`src/rtl/sys_irq_ctrl.sv`:
```
// sys_irq_ctrl: system control register, joypad port, one-shot countdown
// timer with a selectable prescaler, and a two-source interrupt status
// block (timer expiry and audio DMA completion) with per-source enables.
//
// Register map (CPU offsets within the 2020-2027 window):
//   0 R  : inverted joypad state (buttons read active-low on the bus)
//   3 RW : timer count; write non-zero starts a countdown, write zero
//          raises the timer event immediately
//   4 R  : acknowledge timer event (read side effect only)
//   5 R  : acknowledge DMA event (read side effect only)
//   6 RW : sys_ctl {-, bank[1:0], slow, lcd_en, dma_ie, timer_ie, -}
//   7 R  : {6'b0, dma_pending, timer_pending}
//   other offsets read as 8'hFF; writes to read-only offsets are dropped.

module sys_irq_ctrl #(
    parameter int PRESC_FAST = 255,
    parameter int PRESC_SLOW = 16383
) (
    input  logic       clk,
    input  logic       reset,
    input  logic       ce,
    input  logic       cs,
    input  logic       we,
    input  logic [2:0] addr,
    input  logic [7:0] din,
    output logic [7:0] dout,
    input  logic [7:0] joy,
    input  logic       dma_done,
    output logic       irq,
    output logic [1:0] bank,
    output logic       lcd_en
);

    // Prescaler reload values narrowed once to the counter width.
    localparam logic [13:0] PRESC_FAST_V = 14'(PRESC_FAST);
    localparam logic [13:0] PRESC_SLOW_V = 14'(PRESC_SLOW);

    // Register offsets.
    localparam logic [2:0] OFF_JOY     = 3'd0;
    localparam logic [2:0] OFF_COUNT   = 3'd3;
    localparam logic [2:0] OFF_ACK_TMR = 3'd4;
    localparam logic [2:0] OFF_ACK_DMA = 3'd5;
    localparam logic [2:0] OFF_SYSCTL  = 3'd6;
    localparam logic [2:0] OFF_STATUS  = 3'd7;

    // State flops and their next-state values.
    logic [7:0]  sys_ctl_q, sys_ctl_d;
    logic [7:0]  count_q,   count_d;
    logic [13:0] presc_q,   presc_d;
    logic [1:0]  status_q,  status_d;
    logic [7:0]  dout_q,    dout_d;

    // Decoded bus strobes and timer events.
    logic        rd_acc_s;
    logic        wr_acc_s;
    logic        wr_count_s;
    logic        tick_s;
    logic        timer_set_s;
    logic [13:0] presc_reload_s;

    // Decode CPU accesses; nothing on the bus counts unless ce is high.
    always_comb begin
        rd_acc_s   = ce & cs & ~we;
        wr_acc_s   = ce & cs & we;
        wr_count_s = wr_acc_s & (addr == OFF_COUNT);
    end

    // Prescaler tick fires on the ce cycle where the counter sits at zero;
    // the reload value follows the current speed select bit.
    always_comb begin
        tick_s = ce & (presc_q == 14'd0);
        if (sys_ctl_q[4]) begin
            presc_reload_s = PRESC_SLOW_V;
        end else begin
            presc_reload_s = PRESC_FAST_V;
        end
    end

    // Prescaler: free-running down-counter on ce; a non-zero count write
    // restarts it so the first period after the write is a full one.
    always_comb begin
        presc_d = presc_q;
        if (ce) begin
            if (wr_count_s && (din != 8'h00)) begin
                presc_d = presc_reload_s;
            end else if (presc_q == 14'd0) begin
                presc_d = presc_reload_s;
            end else begin
                presc_d = presc_q - 14'd1;
            end
        end else begin
            presc_d = presc_q;
        end
    end

    // One-shot countdown: a write overrides any tick in the same cycle;
    // once the count is zero it stays there and raises nothing further.
    always_comb begin
        count_d     = count_q;
        timer_set_s = 1'b0;
        if (wr_count_s) begin
            count_d = din;
            if (din == 8'h00) begin
                timer_set_s = 1'b1;
            end else begin
                timer_set_s = 1'b0;
            end
        end else if (tick_s && (count_q != 8'h00)) begin
            count_d = count_q - 8'd1;
            if (count_q == 8'd1) begin
                timer_set_s = 1'b1;
            end else begin
                timer_set_s = 1'b0;
            end
        end else begin
            count_d = count_q;
        end
    end

    // System control register, written only through offset 6.
    always_comb begin
        sys_ctl_d = sys_ctl_q;
        if (wr_acc_s && (addr == OFF_SYSCTL)) begin
            sys_ctl_d = din;
        end else begin
            sys_ctl_d = sys_ctl_q;
        end
    end

    // Status bits: set wins over a read-to-clear in the same cycle so an
    // event coinciding with an acknowledge is never lost. DMA completion
    // is captured on any clk, not only on ce cycles.
    always_comb begin
        status_d    = status_q;
        status_d[0] = timer_set_s |
                      (status_q[0] & ~(rd_acc_s && (addr == OFF_ACK_TMR)));
        status_d[1] = dma_done |
                      (status_q[1] & ~(rd_acc_s && (addr == OFF_ACK_DMA)));
    end

    // Read data mux; the value is captured on the read and held until the
    // next read so the CPU can sample it at leisure.
    always_comb begin
        dout_d = dout_q;
        if (rd_acc_s) begin
            case (addr)
                OFF_JOY:    dout_d = ~joy;
                OFF_COUNT:  dout_d = count_q;
                OFF_SYSCTL: dout_d = sys_ctl_q;
                OFF_STATUS: dout_d = {6'b000000, status_q};
                default:    dout_d = 8'hFF;
            endcase
        end else begin
            dout_d = dout_q;
        end
    end

    // State update; reset aborts any countdown and parks the bus at 8'hFF.
    always_ff @(posedge clk or posedge reset) begin
        if (reset) begin
            sys_ctl_q <= 8'h00;
            count_q   <= 8'h00;
            presc_q   <= PRESC_FAST_V;
            status_q  <= 2'b00;
            dout_q    <= 8'hFF;
        end else begin
            sys_ctl_q <= sys_ctl_d;
            count_q   <= count_d;
            presc_q   <= presc_d;
            status_q  <= status_d;
            dout_q    <= dout_d;
        end
    end

    // Outputs: irq is a level built from pending status and its enables,
    // so enabling a source with an event already pending raises it at once.
    always_comb begin
        dout   = dout_q;
        irq    = (status_q[0] & sys_ctl_q[1]) | (status_q[1] & sys_ctl_q[2]);
        bank   = sys_ctl_q[6:5];
        lcd_en = sys_ctl_q[3];
    end

endmodule

```
`config.mk`:
```
export PLATFORM = sky130hd
export DESIGN_NAME = sys_irq_ctrl
export DESIGN_NICKNAME = d
export VERILOG_FILES = /design/src/rtl/sys_irq_ctrl.sv
export SDC_FILE = /design/constraint.sdc
export NUM_CORES = 1
export LEC_CHECK = 0
export CORE_MARGIN = 2
export CORE_UTILIZATION = 49
export CTS_BUF_LIST = sky130_fd_sc_hd__clkbuf_16
export DETAILED_ROUTE_END_ITERATION = 10
export MAX_ROUTING_LAYER = met4
export PLACE_DENSITY = 0.77
export SLEW_MARGIN = 20
export SYNTH_ARGS = -nofsm -noshare
export SYNTH_HDL_FRONTEND = slang
export SYNTH_SLANG_ARGS = --single-unit
```
`constraint.sdc`:
```
create_clock -name clk -period 2 [get_ports clk]
set_input_delay 0.2 -clock clk [delete_from_list [all_inputs] [get_ports clk]]
set_output_delay 0.2 -clock clk [all_outputs]
set_load 0.01 [all_outputs]
```
==> reports/qor.csv, run 1 <==
stage,metric,value,unit
die,die footprint,5440,sq um
timing,Worst-Margin Slew,0.499,ns
yosys,Synth cell types,50,
worst_setup_path,kind of end point of the critical path,flip-flop,
pwr,combinational power share,0.299,
detailed_routing,1st-pass router iterations,4,
die,Die H,73.7,um
detailed_routing,total wire length,5770,um
timing,"Hold Violations, Final",0,
placed_design,post-DP HPWL,4280,um
yosys,Synth Instances,244,
yosys,Synth Flop Type,dfrtp_1,
timing,fmax,524,MHz
worst_setup_path,worst r2r dst,presc_q[9],
clock_network,later-pin clock latency in the skew report,0.28,ns
timing,final worst path period share,0.954,
timing,RSZ-0062 raised after global routing,false,
yosys,#FFs+latches synth,40,
worst_setup_path,CP max stage delay,0.50,ns
worst_setup_path,Crit-path slowest cell,or3b_2,
flow_run,Max Cap Viol,0,
pwr,Worst VDD drop,0.570,mV
worst_setup_path,worst path cell trace,inv_1 -> ha_2 -> or3b_2 -> nor4_4 -> o21ai_4 -> mux2_2,
worst_setup_path,R2R Path Start,presc_q[0],
die,core area,4690,sq um
detailed_routing,routed length per placed instance,16.1,um
detailed_routing,number of remaining DRC errors,0,
worst_setup_path,crit path to,presc_q[9],
grt,first-pass GRT wire length,9360,um
die,Starting Density,0.508,
worst_setup_path,CP required,2.16,ns
worst_setup_path,r2r setup slk,0.09,ns
die,# rows,25,
placed_design,Port-buffer cells,36,
worst_setup_path,WP buf/inv,1,
worst_setup_path,kind of critical path,flip-flop to flip-flop,
grt,"Remaining Overflow, GRT",0,
pwr,"Power, Total",3320,uW
timing,Pins Over Slew Limit,0,
pwr,leakage power,0.00128,uW
pwr,Power Density,1050,nW/um^2
detailed_routing,Routed Antenna Nets,0,
clock_network,Clock Tree Buf Depth,2,
worst_setup_path,CP Max Fanout,6,
grt,All-Layer GR Usage,0.232,
grt,largest net degree at the start of global routing,41,
worst_setup_path,worst endpoint data arrival time,2.07,ns
clock_network,CTS buffer count,5,
yosys,share of the synthesized area in the top cell type,0.252,
yosys,Mapped Area,2380,sq um
worst_setup_path,critical path depth in cells,6,
yosys,Area contributors post-synth,"dfrtp_1, dfstp_2, mux2_2",
finish,Filler cells,393,
worst_setup_path,crit path from,presc_q[0],
placed_design,GP Congestion,0.909,
yosys,synthesis warning total,0,
grt,vias in the first global route,2046,
finish,Final nets,332,
hold_path,worst hold-check path type,input pin to async pin,
timing,clock skew after layout,0.00545,ns
finish,synthesis-to-layout area growth,32.7,%
detailed_routing,vias,2086,
clock_network,CTS tree,yes,
placed_design,Placement Cell Area,2980,sq um
worst_setup_path,R2R cell count,6,
timing,setup violators final,0,
yosys,Post-synth ARST share,1.00,
pwr,clock network power share,0.272,
pwr,Pint,2270,uW
pwr,Flop pwr share,0.428,
yosys,register area share after synthesis,0.429,
timing,Max transition margin,0.664,
detailed_routing,Vias/cell,5.83,
clock_network,clk slew on worst S/H paths,0.06,ns
clock_network,CTS H-tree lvls,2,
die,I/O pin total,37,
timing,Final min period,1.91,ns
pwr,P_sw,1060,uW
grt,initial antenna violation count,0,
yosys,Mapped Avg Cell Area,9.76,sq um
finish,layout cells sized above 1,0.270,
worst_setup_path,kind of cell adding the most delay to the critical path,simple AND/OR/NAND/NOR gates,
finish,diodes inserted,0,
die,die width,73.7,um
worst_setup_path,startpoint types,flip-flop,
yosys,Post-synth EDFFs,0,
clock_network,Root Driver,clkbuf_16,
yosys,leading area contributor after synthesis,dfrtp_1,
yosys,syn nets,273,
pwr,Sw Ratio,0.317,
detailed_routing,Starting DRT DRC Count,146,
run_status,status,"finished, final reports clean",
clock_network,Clock Sinks,40,
finish,Final Cell Area,3160,sq um
clock_network,Post-CTS Setup Bufs,0,
timing,worst hold slack,0.340,ns
## repair_timing
item	in CTS	in global routing
gates resized for setup	0	2
hold buffers	0	0
endpoints found under the setup margin	0	8
## worst min-delay path by stage
stage | from | to | cells after the start
3_5_place_dp | sys_ctl_q[7] | sys_ctl_q[7] | 1
2_1_floorplan | dma_done | status_q[1] | 1
4_1_cts | reset | sys_ctl_q[2] | 3
3_3_place_gp | status_q[1] | status_q[1] | 1
5_1_grt | reset | sys_ctl_q[2] | 3
6_report | reset | sys_ctl_q[2] | 3
## registers in the layout (all words and copies together), names as in the netlist
register,count
count_q,8
dout,8
presc_q,14
status_q,2
sys_ctl_q,8
## power groups by stage
stage | combinational, uW | clock, uW | sequential, uW
3_5_place_dp | 986 | 0 | 1430
6_report | 995 | 905 | 1420
3_3_place_gp | 958 | 0 | 1410
5_1_grt | 1100 | 964 | 1450
2_1_floorplan | 645 | 0 | 1370
4_1_cts | 995 | 919 | 1420
## kinds of logic (layout without fill, tap and decap cells)
kind of cell	Yosys count	in the layout	share of synthesized area
AOI/OAI and AO/OA	54	54	0.165
xor gates and xnor gates	11	11	0.0404
adders and majority gates	4	4	0.0210
buffers and inverters	23	83	0.0394
DFF	40	40	0.429
muxes	15	15	0.0699
and+or+nand+nor	97	97	0.235
## metal layers
metal,GRT usage,vias up,part of all wire
li1,-,1010,-
met1,0.278,1000,0.43
met2,0.380,63,0.50
met3,0.0466,13,0.046
met4,0.0990,0,0.027
met5,-,-,0
## metrics by stage
step,cells,setup TNS (ns),utilization,setup slack [ns]
4_1_cts,358,0,0.671,0.0460
2_1_floorplan,244,0,-,0.106
3_3_place_gp,350,-0.687,0.635,-0.0919
3_5_place_dp,350,-1.63,0.635,-0.181
5_1_grt,358,0,0.674,0.00407
6_report,358,0,0.674,0.0918
## placed cells by master (no fill, tap or decap), drive strengths merged, types with 6 or more instances in the layout
master / netlist / layout
a21oi: 7 / 7
a31oi: 7 / 7
buf: 4 / 31
clkdlybuf4s50: 0 / 36
dfrtp: 24 / 24
dfstp: 16 / 16
inv: 8 / 8
mux2: 13 / 13
nand2: 22 / 22
nor2: 17 / 17
nor3: 11 / 11
nor4: 7 / 7
o21ai: 11 / 11
o22a: 8 / 8
or4: 6 / 6
xnor2: 6 / 6
## Yosys cell counts, types with 5 or more instances
cell,n
dfrtp_1,24
o21ai_0,10
nand3_1,5
or4_1,5
inv_1,8
clkbuf_1,11
xor2_1,5
nor2_1,17
dfstp_2,16
mux2_2,13
a31oi_1,7
a21oi_1,7
nand2_1,22
o22a_1,8
xnor2_1,6
o31ai_1,5
nor3_1,11
## final cells by class
cell class	instances	area, sq um	share of cell area
Inverter	8	30.0	0.00950
Sequential cell	40	1020	0.323
Tap cell	54	67.6	0.0214
Multi-Input combinational cell	181	1280	0.406
Clock inverter	3	42.5	0.0135
Clock buffer	5	125	0.0396
Timing Repair Buffer	67	593	0.188
## tightest hold or removal path, cell delays in order
cell,delay (ns)
clkdlybuf4s50_1,0.39
inv_1,0.05
buf_4,0.42
(Power assumes the default switching activity.)
==> inputs of run 2 (changes only) <==
--- a/config.mk
+++ b/config.mk
@@ -9,8 +9,10 @@
 export CORE_UTILIZATION = 49
 export CTS_BUF_LIST = sky130_fd_sc_hd__clkbuf_16
 export DETAILED_ROUTE_END_ITERATION = 10
+export HOLD_SLACK_MARGIN = 0.05
 export MAX_ROUTING_LAYER = met4
-export PLACE_DENSITY = 0.77
+export PLACE_DENSITY_LB_ADDON = 0.12
+export SETUP_SLACK_MARGIN = 0.4
 export SLEW_MARGIN = 20
 export SYNTH_ARGS = -nofsm -noshare
 export SYNTH_HDL_FRONTEND = slang
==> run 2 against run 1 <==
Combinational power grew 22%. Critical endpoint is now presc_q[11]. Cell count increased by 2.8%. Utilization up 4.1 points. Critical path type unchanged.
==> reports/qor.csv, run 2 (synthesis gave the netlist of run 1 again) <==
stage,metric,value,unit
worst_setup_path,kind of critical path,flip-flop to flip-flop,
grt,vias in the first global route,2078,
finish,Filler cells,339,
detailed_routing,Routed Antenna Nets,0,
clock_network,Clock Sinks,40,
worst_setup_path,WP buf/inv,0,
die,core area,4690,sq um
detailed_routing,Vias/cell,5.88,
finish,Finished Layout Cells,368,
detailed_routing,Starting DRT DRC Count,88,
clock_network,CTS H-tree lvls,2,
finish,register name with the most flops,presc_q,
worst_setup_path,startpoint types,flip-flop,
placed_design,GP Congestion,0.818,
clock_network,clk slew on worst S/H paths,0.06,ns
placed_design,Placed Instances,346,
timing,fmax,547,MHz
worst_setup_path,CP Max Fanout,6,
detailed_routing,number of remaining DRC errors,0,
grt,met2 GRT Util,0.361,
grt,GR Layer Usage met1,0.335,
finish,Final nets,342,
pwr,leakage power,0.00140,uW
worst_setup_path,kind of end point of the critical path,flip-flop,
grt,initial antenna violation count,0,
worst_setup_path,worst path cell trace,or4_4 -> nor4_4 -> o21ai_4 -> mux2_2,
finish,area of the multi-input gates,1400,sq um
clock_network,CTS buffer count,5,
finish,most frequent cells in the layout,"buf_4, clkdlybuf4s50_1, dfrtp_1, nand2_1, nor2_1",
placed_design,Placement Cell Area,2970,sq um
finish,diodes inserted,0,
finish,"commonest non-fill, non-tap cell in the layout",buf_4,
die,die width,73.7,um
detailed_routing,routed length per placed instance,16.6,um
timing,"Hold Violations, Final",0,
die,die footprint,5440,sq um
grt,largest net degree at the start of global routing,41,
worst_setup_path,CP max stage delay,0.56,ns
finish,Final Cell Area,3360,sq um
hold_path,worst hold-check path type,input pin to async pin,
grt,first-pass GRT wire length,9750,um
pwr,Power Density,1010,nW/um^2
placed_design,Port-buffer cells,36,
die,# rows,25,
timing,final worst path period share,0.914,
clock_network,Clock Tree Buf Depth,2,
finish,number of flip-flops in the largest register,14,
die,I/O pin total,37,
detailed_routing,total wire length,6120,um
timing,Max transition margin,0.658,
finish,synthesis-to-layout area growth,40.9,%
clock_network,Root Driver,clkbuf_16,
grt,routing usage on met3,0.0453,
worst_setup_path,worst endpoint data arrival time,1.99,ns
die,Die H,73.7,um
worst_setup_path,CP required,2.16,ns
timing,setup violators final,0,
timing,Pins Over Slew Limit,0,
grt,GR peak layer,met2,
grt,"Remaining Overflow, GRT",0,
pwr,Worst VDD drop,0.704,mV
finish,layout cells sized above 1,0.338,
detailed_routing,vias,2165,
clock_network,later-pin clock latency in the skew report,0.28,ns
run_status,status,"finished, final reports clean",
timing,Worst-Margin Slew,0.514,ns
placed_design,post-DP HPWL,4180,um
pwr,"Power, Total",3390,uW
grt,All-Layer GR Usage,0.240,
timing,Final min period,1.83,ns
detailed_routing,1st-pass router iterations,4,
finish,FF/Latch Area,1020,sq um
clock_network,CTS tree,yes,
worst_setup_path,Crit-path slowest cell,or4_4,
worst_setup_path,kind of cell adding the most delay to the critical path,simple AND/OR/NAND/NOR gates,
timing,clock skew after layout,0.00652,ns
flow_run,Max Cap Viol,0,
die,Starting Density,0.508,
timing,RSZ-0062 raised after global routing,true,
run 2: per-layer routing:
| layer | routed length, um | vias up | part of all wire |
|---|---|---|---|
| li1 | - | 1037 | - |
| met1 | 2830 | 1050 | 0.46 |
| met2 | 2890 | 70 | 0.47 |
| met3 | 329 | 8 | 0.054 |
| met4 | 78 | 0 | 0.013 |
| met5 | 0 | - | 0 |
run 2: cell type report:
cell class / instances / area share
well taps: 54 / 0.0201
flip-flops and latches: 40 / 0.304
clock buffers: 5 / 0.0373
inverters: 8 / 0.00895
clock inverters: 3 / 0.00336
repair buffers: 77 / 0.209
multi-input cells: 181 / 0.417
run 2: metrics by stage:
stage          setup slack, ns  hold WS, ns   util  TNS, ns
2_1_floorplan            0.124        0.292      -        0
3_3_place_gp            -0.144        0.513  0.633    -1.44
3_5_place_dp            -0.140        0.526  0.633    -1.27
4_1_cts                  0.157        0.378  0.684        0
5_1_grt                  0.108        0.345  0.715        0
6_report                 0.173        0.347  0.715        0
run 2: worst paths after layout:
check                      cells past startpoint      endpoint         from  slack [ns]
setup / recovery                               4   presc_q[11]   presc_q[7]        0.17
max in group asynchronous                      3       dout[1]        reset        1.26
setup reg to reg                               4   presc_q[11]   presc_q[7]        0.17
hold reg to reg                                1   status_q[1]  status_q[1]        0.53
min in group clk                               2  sys_ctl_q[3]       din[3]        0.35
hold / removal                                 3   status_q[1]        reset        0.35
run 2: where the power goes:
group | switching (uW) | leakage (uW) | internal (uW) | total, uW
sequential | 318 | 0.000467 | 1120 | 1440
combinational | 509 | 0.000858 | 701 | 1210
clock | 294 | 0.0000738 | 448 | 742
total | 1120 | 0.00140 | 2270 | 3390
run 2: what timing repair did:
action | 4_1_cts | 5_1_grt
resized for setup | 17 | 21
endpoints found under the setup margin | 31 | 39
setup buffers | 6 | 7
hold buffers | 0 | 0
pin swaps | 6 | 17
cloned | 0 | 1
run 2: worst reg2reg max path: stages (launching register included):
cell and delay (ns):
dfstp_2 0.39, or4_4 0.56, nor4_4 0.34, o21ai_4 0.13, mux2_2 0.29
